File: config.mk
export PLATFORM = sky130hd
export DESIGN_NAME = mask_bbox_extractor
export DESIGN_NICKNAME = d
export VERILOG_FILES = /design/src/rtl/img_pipe_pkg.sv /design/src/rtl/bbox_accum.sv /design/src/rtl/mask_bbox_extractor.sv
export SDC_FILE = /design/constraint.sdc
export NUM_CORES = 1
export LEC_CHECK = 0
export ABC_AREA = 1
export CORE_MARGIN = 2
export CORE_UTILIZATION = 47
export DETAILED_ROUTE_END_ITERATION = 10
export GPL_TIMING_DRIVEN = 0
export PLACE_DENSITY_LB_ADDON = 0.2
export SYNTH_ARGS = -nofsm -noshare
export SYNTH_HDL_FRONTEND = slang
export SYNTH_SLANG_ARGS = --single-unit
File: constraint.sdc
create_clock -name clk -period 2 [get_ports clk]
set_clock_uncertainty 0.05 [all_clocks]
set_input_delay 0.3 -clock clk [delete_from_list [all_inputs] [get_ports clk]]
set_output_delay 0.3 -clock clk [all_outputs]
set_load 0.005 [all_outputs]
File: src/rtl/img_pipe_pkg.sv
// Shared constants and types for the mask image pipeline and its host register stage.
// Frame geometry, coordinate/count/sum widths and the extractor FSM encoding.
// Widths are sized so that no accumulator can overflow for a full frame.
package img_pipe_pkg;

    localparam int IMG_W    = 30;
    localparam int IMG_H    = 30;
    localparam int IMG_SIZE = IMG_W * IMG_H;

    // 2^COORD_W >= max(IMG_W, IMG_H)
    localparam int COORD_W  = 5;
    // 2^CNT_W > IMG_SIZE
    localparam int CNT_W    = 10;
    // holds (max coord) * IMG_SIZE
    localparam int SUM_W    = 16;

    typedef enum logic [1:0] {
        ST_IDLE  = 2'd0,
        ST_READ  = 2'd1,
        ST_DRAIN = 2'd2,
        ST_OUT   = 2'd3
    } state_t;

endpackage

File: src/rtl/bbox_accum.sv
// Per-pixel foreground accumulator: bounding box, pixel count and coordinate sums.
// Next-value outputs are combinational so the caller can capture a frame's final pixel.
// clr_i wins over en_i; min registers clear to all-ones, everything else to zero.
module bbox_accum
    import img_pipe_pkg::*;
(
    input  logic               clk,
    input  logic               rst_n,
    input  logic               clr_i,
    input  logic               en_i,
    input  logic [COORD_W-1:0] x_i,
    input  logic [COORD_W-1:0] y_i,
    output logic [COORD_W-1:0] x_min_d_o,
    output logic [COORD_W-1:0] x_max_d_o,
    output logic [COORD_W-1:0] y_min_d_o,
    output logic [COORD_W-1:0] y_max_d_o,
    output logic [CNT_W-1:0]   count_d_o,
    output logic [SUM_W-1:0]   sum_x_d_o,
    output logic [SUM_W-1:0]   sum_y_d_o
);

    logic [COORD_W-1:0] x_min_q, x_max_q, y_min_q, y_max_q;
    logic [CNT_W-1:0]   count_q;
    logic [SUM_W-1:0]   sum_x_q, sum_y_q;

    // Fold the current foreground pixel into the running statistics.
    always_comb begin
        x_min_d_o = x_min_q;
        x_max_d_o = x_max_q;
        y_min_d_o = y_min_q;
        y_max_d_o = y_max_q;
        count_d_o = count_q;
        sum_x_d_o = sum_x_q;
        sum_y_d_o = sum_y_q;
        if (en_i) begin
            if (x_i < x_min_q) x_min_d_o = x_i;
            if (x_i > x_max_q) x_max_d_o = x_i;
            if (y_i < y_min_q) y_min_d_o = y_i;
            if (y_i > y_max_q) y_max_d_o = y_i;
            count_d_o = count_q + CNT_W'(1);
            sum_x_d_o = sum_x_q + SUM_W'(x_i);
            sum_y_d_o = sum_y_q + SUM_W'(y_i);
        end
    end

    // Statistic registers with frame-level clear.
    always_ff @(posedge clk or negedge rst_n) begin
        if (!rst_n) begin
            x_min_q <= '1;
            x_max_q <= '0;
            y_min_q <= '1;
            y_max_q <= '0;
            count_q <= '0;
            sum_x_q <= '0;
            sum_y_q <= '0;
        end else if (clr_i) begin
            x_min_q <= '1;
            x_max_q <= '0;
            y_min_q <= '1;
            y_max_q <= '0;
            count_q <= '0;
            sum_x_q <= '0;
            sum_y_q <= '0;
        end else begin
            x_min_q <= x_min_d_o;
            x_max_q <= x_max_d_o;
            y_min_q <= y_min_d_o;
            y_max_q <= y_max_d_o;
            count_q <= count_d_o;
            sum_x_q <= sum_x_d_o;
            sum_y_q <= sum_y_d_o;
        end
    end

endmodule

File: src/rtl/mask_bbox_extractor.sv
// Pops one mask byte per pixel of a raster-order frame and emits bbox/count/centroid sums per frame.
// Result valid 2 cycles after the last FIFO pop; gaps in the FIFO simply stall the frame.
// While a record waits for res_ready no pixels are popped, which back-pressures the FIFO.
module mask_bbox_extractor
    import img_pipe_pkg::*;
(
    input  logic               clk,
    input  logic               rst_n,
    input  logic               s_rst_n,
    input  logic [7:0]         mask_fifo_dout,
    input  logic               mask_fifo_empty,
    output logic               mask_fifo_rd_en,
    output logic               res_valid,
    input  logic               res_ready,
    output logic               res_found,
    output logic [COORD_W-1:0] res_x_min,
    output logic [COORD_W-1:0] res_x_max,
    output logic [COORD_W-1:0] res_y_min,
    output logic [COORD_W-1:0] res_y_max,
    output logic [CNT_W-1:0]   res_count,
    output logic [SUM_W-1:0]   res_sum_x,
    output logic [SUM_W-1:0]   res_sum_y
);

    state_t             state_q;
    logic [CNT_W-1:0]   issued_q;
    logic               pix_vld_q;
    logic [COORD_W-1:0] x_q, y_q;
    logic               res_valid_q, res_found_q;
    logic [COORD_W-1:0] res_x_min_q, res_x_max_q, res_y_min_q, res_y_max_q;
    logic [CNT_W-1:0]   res_count_q;
    logic [SUM_W-1:0]   res_sum_x_q, res_sum_y_q;

    logic               acc_clr, acc_en, found_d;
    logic [COORD_W-1:0] x_min_d, x_max_d, y_min_d, y_max_d;
    logic [CNT_W-1:0]   count_d;
    logic [SUM_W-1:0]   sum_x_d, sum_y_d;

    assign mask_fifo_rd_en = (state_q == ST_READ) && !mask_fifo_empty
                             && (issued_q < CNT_W'(IMG_SIZE));

    // Accumulators restart on soft reset and when a record is handed off.
    assign acc_clr = !s_rst_n || ((state_q == ST_OUT) && res_valid_q && res_ready);
    assign acc_en  = pix_vld_q && (mask_fifo_dout != 8'd0);
    assign found_d = (count_d != '0);

    bbox_accum u_accum (
        .clk       (clk),
        .rst_n     (rst_n),
        .clr_i     (acc_clr),
        .en_i      (acc_en),
        .x_i       (x_q),
        .y_i       (y_q),
        .x_min_d_o (x_min_d),
        .x_max_d_o (x_max_d),
        .y_min_d_o (y_min_d),
        .y_max_d_o (y_max_d),
        .count_d_o (count_d),
        .sum_x_d_o (sum_x_d),
        .sum_y_d_o (sum_y_d)
    );

    // Frame FSM, pop counter, raster coordinates and the registered result record.
    always_ff @(posedge clk or negedge rst_n) begin
        if (!rst_n) begin
            state_q     <= ST_IDLE;
            issued_q    <= '0;
            pix_vld_q   <= 1'b0;
            x_q         <= '0;
            y_q         <= '0;
            res_valid_q <= 1'b0;
            res_found_q <= 1'b0;
            res_x_min_q <= '0;
            res_x_max_q <= '0;
            res_y_min_q <= '0;
            res_y_max_q <= '0;
            res_count_q <= '0;
            res_sum_x_q <= '0;
            res_sum_y_q <= '0;
        end else if (!s_rst_n) begin
            state_q     <= ST_IDLE;
            issued_q    <= '0;
            pix_vld_q   <= 1'b0;
            x_q         <= '0;
            y_q         <= '0;
            res_valid_q <= 1'b0;
            res_found_q <= 1'b0;
            res_x_min_q <= '0;
            res_x_max_q <= '0;
            res_y_min_q <= '0;
            res_y_max_q <= '0;
            res_count_q <= '0;
            res_sum_x_q <= '0;
            res_sum_y_q <= '0;
        end else begin
            // FIFO data arrives one cycle after the pop.
            pix_vld_q <= mask_fifo_rd_en;
            if (pix_vld_q) begin
                if (x_q == COORD_W'(IMG_W - 1)) begin
                    x_q <= '0;
                    y_q <= y_q + COORD_W'(1);
                end else begin
                    x_q <= x_q + COORD_W'(1);
                end
            end
            case (state_q)
                ST_IDLE: state_q <= ST_READ;
                ST_READ: begin
                    if (mask_fifo_rd_en) begin
                        issued_q <= issued_q + CNT_W'(1);
                        if (issued_q == CNT_W'(IMG_SIZE - 1)) state_q <= ST_DRAIN;
                    end
                end
                ST_DRAIN: begin
                    // Only one pop can be outstanding here, so this is the final pixel.
                    if (pix_vld_q) begin
                        res_valid_q <= 1'b1;
                        res_found_q <= found_d;
                        res_x_min_q <= found_d ? x_min_d : '0;
                        res_x_max_q <= found_d ? x_max_d : '0;
                        res_y_min_q <= found_d ? y_min_d : '0;
                        res_y_max_q <= found_d ? y_max_d : '0;
                        res_count_q <= count_d;
                        res_sum_x_q <= sum_x_d;
                        res_sum_y_q <= sum_y_d;
                        state_q     <= ST_OUT;
                    end
                end
                ST_OUT: begin
                    if (res_ready) begin
                        res_valid_q <= 1'b0;
                        issued_q    <= '0;
                        x_q         <= '0;
                        y_q         <= '0;
                        state_q     <= ST_READ;
                    end
                end
            endcase
        end
    end

    assign res_valid = res_valid_q;
    assign res_found = res_found_q;
    assign res_x_min = res_x_min_q;
    assign res_x_max = res_x_max_q;
    assign res_y_min = res_y_min_q;
    assign res_y_max = res_y_max_q;
    assign res_count = res_count_q;
    assign res_sum_x = res_sum_x_q;
    assign res_sum_y = res_sum_y_q;

endmodule

==> results.cfg, run 1 <==
[outcome]
status = finished, violations left
violations = negative setup slack

[timing]
hold_ws_ps = 387
finalHoldViolCount = 0
max_slew_margin_pct = 54.5
tightest_slew_ps = 682
finalSetupTns_ps = -54.3
period_needed_ps = 2020
fmax_ghz = 0.494
setup-violations-final = 3
timing.final.crit_share_pct = 101
rsz0062_at_grt = yes
slew_violations = 0
worst_slack_ps = -23.0

[final_layout]
num_antenna_cells = 0
fin_util_pct = 63.6
drive_gt1_share_pct = 25.1
fin_nets = 1207
syn2layout_area_growth_pct = 34.1
fillers = 1463

[route]
drt_wl_total_um = 21300
initialDrtViolationCount = 500
ant_nets = 0
firstDrtPassIters = 5
vias = 7214
wire_per_inst_um = 15.3
avgViaCountPerCell = 5.18
route.detailed.drc = 0

[yosys]
synth_xor_xnor_area_share_pct = 2.26
ys_seq_elements = 149
postSynthCellCount = 1012
yosysWarnings = 0
syn-cell-area_mm2 = 0.00812
avgSynthCellArea_um2 = 8.03
async_reset_ff_share_pct = 100
synth_compound_area_share_pct = 9.69
synth_adder_area_share_pct = 6.19
synth_ff_type = dfrtp_1
synth_edf_count = 0
synth_nets = 1064
synth_top_family_by_area = simple AND/OR/NAND/NOR gates
yosys.area_share.simple_pct = 28.0
synth.distinct_cells = 39
seq_area_frac_synth_pct = 46.1
muxShareOfSynthArea_pct = 0.246

[setup_path]
crit_path_start = y_q[2]
cp_max_fo = 6
cp.arrival_ps = 2330
path_cells = buf_12 -> ha_4 -> nand2_2 -> inv_1 -> o21ai_2 -> buf_4 -> nand3_2 -> o21ai_1 -> a21oi_2 -> or2_1
cpPeakStageDelay_ps = 480
startpoint_type = flop
setup.worst_path.class = reg2reg
rr_startpoint = y_q[2]
crit_slowest_cell = dfrtp_2
required_ps = 2300
end_kind = flop

[global_route]
grt_max_degree = 81
antenna_found_initial = 0
gr-usage-all-layers_pct = 23.0
grt_overflow = 0
grt_pass1_vias = 6428
grt_pass1_wl_um = 33000

[placement]
io_buffers = 77
gp_congestion = 0.865
dp_hpwl_um = 13800

[floorplanning]
start_util_pct = 47.4
io_pins = 78
core_mm2 = 0.0171
rows = 48
die_x_um = 135
die-area_mm2 = 0.0183
chipHeight_um = 135

[power_and_ir_drop]
intPower_mw = 6.36
power_density_mw_per_mm2 = 857
switching_share_pct = 31.8
pwr-share-clk_pct = 34.9
power_leakage_nw = 5.09
pwr-share-comb_pct = 27.1
pwr-share-seq_pct = 38.0
peakVddDrop_mv = 0.663
switchingPower_mw = 2.97

[worst_hold_path]
hold_path_class = in2async

[cts]
cts.reportedPaths.clkPinSlew_ps = 60
cts_buffer_depth = 2
htree_levels = 4
cts_buffers = 17
cts_sinks = 149
insertion_delay_ps = 430
cts_tree = built
cts-root-buf = clkbuf_16

[run]
drv_cap = 0
==> flip-flops by register name, summed over array words and instances (netlist names), 2 cells and up <==
| register | cells |
|---|---|
| u_accum.x_min_q | 5 |
| u_accum.y_max_q | 5 |
| res_count | 10 |
| state_q | 2 |
| res_x_max | 5 |
| res_x_min | 5 |
| y_q | 5 |
| u_accum.x_max_q | 5 |
| res_sum_y | 16 |
| u_accum.sum_x_q | 16 |
| u_accum.y_min_q | 5 |
| res_y_min | 5 |
| x_q | 5 |
| res_y_max | 5 |
| issued_q | 10 |
| u_accum.sum_y_q | 16 |
| u_accum.count_q | 10 |
| res_sum_x | 16 |
==> metrics by stage <==
step | std cells | power (mW) | setup slack, ps | cell area, µm²
global placement | 1314 | 5.43 | -5520 | 9190
finish | 1392 | 9.33 | -23.0 | 10900
detailed placement | 1315 | 5.47 | -474 | 9220
floorplan | 1012 | 4.90 | 7.02 | 8130
CTS | 1364 | 8.87 | -0.727 | 10200
global route | 1392 | 9.79 | -92.7 | 10900
==> cells in the final DEF (no fill, tap or decap), types with 14 or more instances in the layout <==
cell,count
nand3_2,28
dfrtp_1,125
buf_4,42
o21ai_2,15
ha_1,19
nor2_1,92
nand2_1,258
inv_1,93
nand4_1,21
inv_2,19
a21oi_2,17
dfrtp_2,14
clkdlybuf4s50_1,75
nand2_2,28
o21ai_1,37
a21oi_1,23
nand3_1,31
clkbuf_16,18
o21ai_0,28
ha_4,17
==> synth_stat cells, types with 5 or more instances <==
master / n / area (µm²)
o211ai_1: 7 / 52.6
clkbuf_1: 13 / 48.8
a211oi_1: 6 / 45.0
inv_1: 104 / 390
dfrtp_1: 139 / 3480
o21ai_1: 40 / 200
o21ai_0: 41 / 205
xnor2_1: 9 / 78.8
buf_2: 10 / 50.1
nand4_1: 21 / 131
nand2_2: 11 / 68.8
nand3_1: 40 / 200
nor2_1: 106 / 398
nand2_1: 276 / 1040
inv_2: 9 / 33.8
nor3_1: 9 / 45.0
nand3_2: 21 / 210
and2_1: 5 / 31.3
buf_4: 6 / 45.0
a21oi_1: 41 / 205
dfstp_2: 10 / 263
ha_1: 37 / 463
or2_1: 10 / 62.6
xor2_1: 12 / 105
==> final timing paths <==
| kind | end | slack [ps] | cells past startpoint |
|---|---|---|---|
| hold / removal | res_sum_x[5] | 390 | 2 |
| max in group asynchronous | y_q[3] | 670 | 3 |
| setup reg to reg | u_accum.y_min_q[2] | -20 | 10 |
| min in group clk | res_x_min[3] | 420 | 2 |
| setup / recovery | u_accum.y_min_q[2] | -20 | 10 |
| hold reg to reg | res_x_min[3] | 420 | 2 |
==> worst max-delay path, delay by kind of cell (launching register included) <==
kind / cells / cell delay [ps]
compound gates: 3 / 460
flops: 1 / 480
fa+ha+maj: 1 / 240
simple gates: 3 / 380
buf+inv: 3 / 340
==> cells by family (layout without fill, tap and decap cells) <==
logic type,after synthesis,after routing
and+or+nand+nor,511,513
DFF,149,149
buffers and inverters,146,299
AOI/OAI and AO/OA,144,144
adders and majority gates,39,39
xor gates and xnor gates,21,21
muxes,2,2
==> routing by layer <==
layer | up-vias | routed length, µm | track usage, %
met1 | 3440 | 9890 | 33.0
met5 | - | 0 | 0
li1 | 3560 | - | -
met4 | 0 | 261 | 6.60
met2 | 190 | 10300 | 36.0
met3 | 24 | 856 | 3.82
==> power groups by stage <==
stage	logic [mW]	clock network, mW	registers [mW]
6_report	2.53	3.26	3.54
5_1_grt	2.79	3.44	3.57
4_1_cts	2.05	3.31	3.51
3_5_place_dp	1.92	0	3.56
3_3_place_gp	1.88	0	3.56
2_1_floorplan	1.39	0	3.51
==> final cells by class <==
cell class	count	area (µm²)	share of cell area [%]
timing repair buffer	123	1190	10.9
multi-input combinational	719	4400	40.4
sequential	149	3760	34.5
clock inverter	9	126	1.16
clock buffer	22	464	4.26
buffer	32	245	2.25
inverter	113	427	3.92
tap	225	282	2.59
==> timing repair <==
item	in CTS	in global routing
cloned	2	3
setup endpoints to repair	123	123
resized for setup	67	126
pin swaps	12	56
hold buffers	1	0
endpoints found under the hold margin	59	0
buffers inserted	16	25
No activity file was read; power rests on OpenSTA's default activity.
==> run 2, diff against run 1 <==
--- a/config.mk
+++ b/config.mk
@@ -8,9 +8,11 @@
 export ABC_AREA = 1
 export CORE_MARGIN = 2
 export CORE_UTILIZATION = 47
+export CTS_CLUSTER_SIZE = 14
 export DETAILED_ROUTE_END_ITERATION = 10
 export GPL_TIMING_DRIVEN = 0
 export PLACE_DENSITY_LB_ADDON = 0.2
 export SYNTH_ARGS = -nofsm -noshare
 export SYNTH_HDL_FRONTEND = slang
 export SYNTH_SLANG_ARGS = --single-unit
+export TNS_END_PERCENT = 1
==> constraint.sdc (replaced) <==
create_clock -name clk -period 2.58 [get_ports clk]
set_clock_uncertainty 0.05 [all_clocks]
set_input_delay 0.387 -clock clk [delete_from_list [all_inputs] [get_ports clk]]
set_output_delay 0.387 -clock clk [all_outputs]
set_load 0.005 [all_outputs]
==> results.cfg, run 2 (synthesis gave the netlist of run 1 again) <==
[outcome]
status = finished clean

[floorplanning]
core_mm2 = 0.0171
rows = 48
die-area_mm2 = 0.0183
start_util_pct = 47.4
die_x_um = 135
io_pins = 78
chipHeight_um = 135

[placement]
gp_congestion = 0.857
pre_cts_ws_ps = 16.2
io_buffers = 77
dp_hpwl_um = 13800

[setup_path]
reg2reg_setup_slack_ps = 220
reg2regPathDepth = 7
cp.arrival_ps = 2580
rr_startpoint = state_q[0]
required_ps = 2790
setup.worst_path.class = reg2reg
cp_max_fo = 10
r2r_end = u_accum.x_max_q[2]
startpoint_type = flop
end_kind = flop

[timing]
setup-violations-final = 0
slew_violations = 0
tightest_slew_ps = 718
rsz0062_at_grt = no
finalHoldViolCount = 0
worst_slack_ps = 215
fmax_ghz = 0.423
period_needed_ps = 2360
timing.final.crit_share_pct = 91.6
max_slew_margin_pct = 52.1

[cts]
cts_tree = built
insertion_delay_ps = 430
cts.reportedPaths.clkPinSlew_ps = 60
cts_buffer_depth = 2
cts_sinks = 149
cts-root-buf = clkbuf_16
htree_levels = 4
cts_buffers = 17

[global_route]
grt_pass1_wl_um = 31800
grt_util_met2_pct = 34.1
grt_max_degree = 88
gr-usage-met3_pct = 4.30
grt_overflow = 0
antenna_found_initial = 0
grt_pass1_vias = 6421
gr-usage-all-layers_pct = 22.3
use_met1_pct = 31.6
grt.busiest_layer = met2

[route]
route.detailed.drc = 0
avgViaCountPerCell = 5.07
initialDrtViolationCount = 516
wire_per_inst_um = 14.2
vias = 6833
drt_wl_total_um = 19100
firstDrtPassIters = 6
ant_nets = 0

[worst_hold_path]
hold_path_class = reg2reg
hold_end = res_x_min[2]
hold_depth = 2
hp-start = res_x_min[2]

[power_and_ir_drop]
power_density_mw_per_mm2 = 687
switchingPower_mw = 2.12
pwr-share-seq_pct = 40.3
peakVddDrop_mv = 0.477
switching_share_pct = 31.4
power_leakage_nw = 4.73
power_mw = 6.76
intPower_mw = 4.64
pwr-share-comb_pct = 22.1
pwr-share-clk_pct = 37.6

[final_layout]
final_common_cell = nand2_1
fin_util_pct = 57.5
syn2layout_area_growth_pct = 21.1
num_antenna_cells = 0
mostFrequentLayoutCells = 276 x nand2_1, 138 x dfrtp_1, 106 x nor2_1
fin_nets = 1162
drive_gt1_share_pct = 10.5

[run]
drv_cap = 0
==> run 2: layer usage <==
metal	share of wire, %	vias to the layer above
li1	-	3456
met1	49	3209
met2	45	142
met3	4.1	26
met4	2.1	0
met5	0	-
==> run 2: power by group through the flow <==
stage | Combinational [mW] | Clock, mW | Sequential (mW)
finish | 1.49 | 2.54 | 2.72
global route | 1.70 | 2.67 | 2.75
CTS | 1.50 | 2.58 | 2.72
detailed placement | 1.50 | 0 | 2.76
global placement | 1.46 | 0 | 2.76
floorplan | 1.07 | 0 | 2.72
==> run 2: timing repair <==
item,4_1_cts,5_1_grt
setup endpoints to repair,0,9
hold endpoints to repair,62,0
gates resized for setup,0,4
hold buffers,1,0
setup buffers,0,0
==> run 2: layout make-up <==
cell class | instances | area [µm²]
flip-flops and latches | 149 | 3740
inverters | 113 | 424
multi-input cells | 717 | 3780
clock inverters | 10 | 119
well taps | 225 | 282
fillers | 1600 | 7280
clock buffers | 22 | 494
plain buffers | 33 | 189
repair buffers | 79 | 810
==> run 2: worst max-delay path by stage <==
stage	start	endpoint
global route	y_q[0]	res_sum_y[8]
floorplan	x_q[0]	res_sum_x[8]
global placement	rst_n	issued_q[6]
finish	state_q[0]	u_accum.x_max_q[2]
detailed placement	res_ready	u_accum.y_max_q[3]
CTS	x_q[0]	res_sum_x[10]
==> run 2: metrics by stage <==
step | cells | area (µm²) | setup TNS [ps] | hold slack, ps
after floorplan | 1012 | 8120 | 0 | 41.4
after global placement | 1314 | 9170 | -736940 | 416
after detailed placement | 1315 | 9200 | 0 | 374
after CTS | 1348 | 9830 | 0 | 435
after global routing | 1348 | 9840 | 0 | 439
final | 1348 | 9840 | 0 | 432
==> run 2: worst max-delay path: stages (launching register included) <==
cell	delay, ps
dfrtp_1	410
ha_1	210
inv_1	50
o21ai_1	330
inv_1	180
a21oi_1	270
clkbuf_1	590
a211oi_1	110
==> run 3, diff against run 2 <==
--- a/config.mk
+++ b/config.mk
@@ -7,12 +7,13 @@
 export LEC_CHECK = 0
 export ABC_AREA = 1
 export CORE_MARGIN = 2
-export CORE_UTILIZATION = 47
+export CORE_UTILIZATION = 50
 export CTS_CLUSTER_SIZE = 14
 export DETAILED_ROUTE_END_ITERATION = 10
 export GPL_TIMING_DRIVEN = 0
 export PLACE_DENSITY_LB_ADDON = 0.2
 export SYNTH_ARGS = -nofsm -noshare
 export SYNTH_HDL_FRONTEND = slang
+export SYNTH_HIERARCHICAL = 1
 export SYNTH_SLANG_ARGS = --single-unit
 export TNS_END_PERCENT = 1
==> results.cfg, run 3 <==
[outcome]
status = finished clean

[placement]
dp_hpwl_um = 13300
dpl-instance-area_mm2 = 0.00940
dp.cells = 1320
pre_cts_ws_ps = -551
io_buffers = 77
gp_congestion = 0.867

[global_route]
gr-usage-all-layers_pct = 22.9
grt_pass1_wl_um = 32400
grt_pass1_vias = 6667
grt_overflow = 0
grt_max_degree = 100
antenna_found_initial = 0

[setup_path]
crit_family = buffers and inverters
crit_buf_inv = 6
required_ps = 2840
cpPeakStageDelay_ps = 410
r2r_end = res_x_min[3]
reg2reg_setup_slack_ps = 160
end_kind = flop
setup.worst_path.class = in2reg
cp.arrival_ps = 2700
crit_slowest_cell = clkdlybuf4s50_1
cp_max_fo = 10
reg2regPathDepth = 16
startpoint_type = primary input
rr_startpoint = pix_vld_q
path_cells = clkdlybuf4s50_1 -> nor4_2 -> a21oi_2 -> buf_6 -> buf_4 -> a21o_1 -> nand2_1 -> inv_1 -> inv_1 -> nand4_1 -> nor2_1 -> nand3_2 -> buf_4 -> nand3_1 -> nand2_1

[yosys]
postSynthCellCount = 1022
synth_top_area_share_pct = 41.8
muxShareOfSynthArea_pct = 0
synth_common_cells = 266 x nand2_1, 153 x inv_1, 139 x dfrtp_1, 83 x nand3_1, 73 x nor2_1
synth_top_family_by_area = simple AND/OR/NAND/NOR gates
avgSynthCellArea_um2 = 8.15
synth_nets = 1074
synth_ff_type = dfrtp_1
ys_seq_elements = 149
synth.distinct_cells = 42
synth_adder_area_share_pct = 6.04
yosysMostFrequentCell = nand2_1
async_reset_ff_share_pct = 100
yosys.area_share.simple_pct = 28.8
synth_edf_count = 0
seq_area_frac_synth_pct = 44.9
syn-cell-area_mm2 = 0.00833
yosysWarnings = 6
synth_compound_area_share_pct = 9.71
synth_area_leaders = dfrtp_1 42%, nand2_1 12%, inv_1 6.9%
synth_area_leader_cell = dfrtp_1
synth_xor_xnor_area_share_pct = 0.947

[power_and_ir_drop]
power_mw = 6.73
peakVddDrop_mv = 0.484
power_leakage_nw = 5.33
power_density_mw_per_mm2 = 668

[timing]
tightest_slew_ps = 508
max_slew_margin_pct = 66.1
fmax_ghz = 0.411
period_needed_ps = 2440
rsz0062_at_grt = yes
setup-violations-final = 0
finalHoldViolCount = 0
slew_violations = 0
worst_slack_ps = 144
timing.final.crit_share_pct = 94.4

[final_layout]
drive_gt1_share_pct = 12.7
num_antenna_cells = 0
fin_nets = 1174
fillers = 1445
mostFrequentLayoutCells = 266 x nand2_1, 153 x inv_1, 139 x dfrtp_1
multi_input_area_mm2 = 0.00382
fin_cells = 1355
regArea_mm2 = 0.00374
final_common_cell = nand2_1
syn2layout_area_growth_pct = 21.0
layout.cell_area.non_filler_mm2 = 0.0101

[cts]
cts_buffers = 17
cts_buffer_depth = 2
cts-root-buf = clkbuf_16
cts.reportedPaths.clkPinSlew_ps = 60
insertion_delay_ps = 430
cts_sinks = 149
cts_tree = built
htree_levels = 4

[floorplanning]
start_util_pct = 50.8
core_mm2 = 0.0164
chipHeight_um = 133
die-area_mm2 = 0.0177
die_x_um = 133
io_pins = 78
rows = 47

[route]
vias = 6969
ant_nets = 0
avgViaCountPerCell = 5.14
route.detailed.drc = 0
initialDrtViolationCount = 516
firstDrtPassIters = 5
drt_wl_total_um = 18900
wire_per_inst_um = 13.9

[run]
drv_cap = 0

[worst_hold_path]
hold_path_class = in2async
[run 3: cell count changes after synthesis, sizes merged, moves of 7 or more]
cell	before	now
a21oi	43	34
a22o	0	32
clkbuf	13	6
inv	113	161
nand2	288	278
nand3	61	93
nand4	21	51
nor2	110	79
o211ai	7	0
o21ai	82	39
or2	11	3
xnor2	9	1
[run 3: how the worst max path moves through the flow]
stage,start,end,slack [ps],cells past startpoint
6_report,mask_fifo_dout[1],res_x_min[3],140,15
5_1_grt,pix_vld_q,res_x_max[3],-70,16
4_1_cts,pix_vld_q,res_x_min[3],-50,16
3_5_place_dp,mask_fifo_dout[0],res_x_min[3],-550,16
3_3_place_gp,rst_n,res_count[6],-4970,1
2_1_floorplan,pix_vld_q,res_x_max[0],430,16
[run 3: what timing repair did]
action | 4_1_cts | 5_1_grt
resized for setup | 10 | 12
setup endpoints to repair | 66 | 81
pin swaps | 0 | 0
cloned | 0 | 0
setup buffers | 0 | 2
endpoints found under the hold margin | 50 | 0
hold buffers | 1 | 0
[run 3: area by class of cell]
class	instances	area share, %
Buffer	32	2.07
Clock buffer	24	4.98
Clock inverter	8	0.968
Inverter	162	6.05
Multi-Input combinational cell	679	37.9
Sequential cell	149	37.1
Tap cell	220	2.73
Timing Repair Buffer	81	8.18
[run 3: stage by stage]
step	util [%]	setup TNS, ps	hold slack (ps)
after detailed placement	57.3	-18520	314
after global routing	61.4	-921	449
after global placement	57.1	-736850	413
after floorplan	-	0	41.4
after CTS	61.1	-633	421
final	61.4	0	409
[run 3: worst reg2reg max path: stages, from the launching register on]
cell and delay, ps:
dfrtp_1 330, buf_6 140, inv_1 90, a21oi_2 210, buf_6 190, nand2_4 70
nor2_4 110, nand2_1 80, xor2_1 230, inv_1 60, inv_1 70, nand4_1 80
nor2_1 140, nand3_2 130, buf_4 190, nand3_1 80, nand2_1 50
[run 3: per-layer routing]
metal	vias to the layer above	GRT usage (%)	part of all wire [%]
met2	161	35.0	45
met1	3257	32.4	48
met4	0	9.50	2.4
met5	-	0	0
met3	34	4.02	4.7
li1	3517	-	-
[run 3: where the power goes]
part,switching [mW],internal [mW]
Combinational,1.06,0.504
Sequential,0.124,2.55
Clock,0.940,1.55
[run 3: logic make-up (layout without fill, tap and decap cells)]
| group | Yosys count | after routing |
|---|---|---|
| simple gates | 514 | 514 |
| compound gates | 117 | 117 |
| buf+inv | 194 | 307 |
| xor+xnor | 9 | 9 |
| fa+ha+maj | 39 | 39 |
| flops | 149 | 149 |
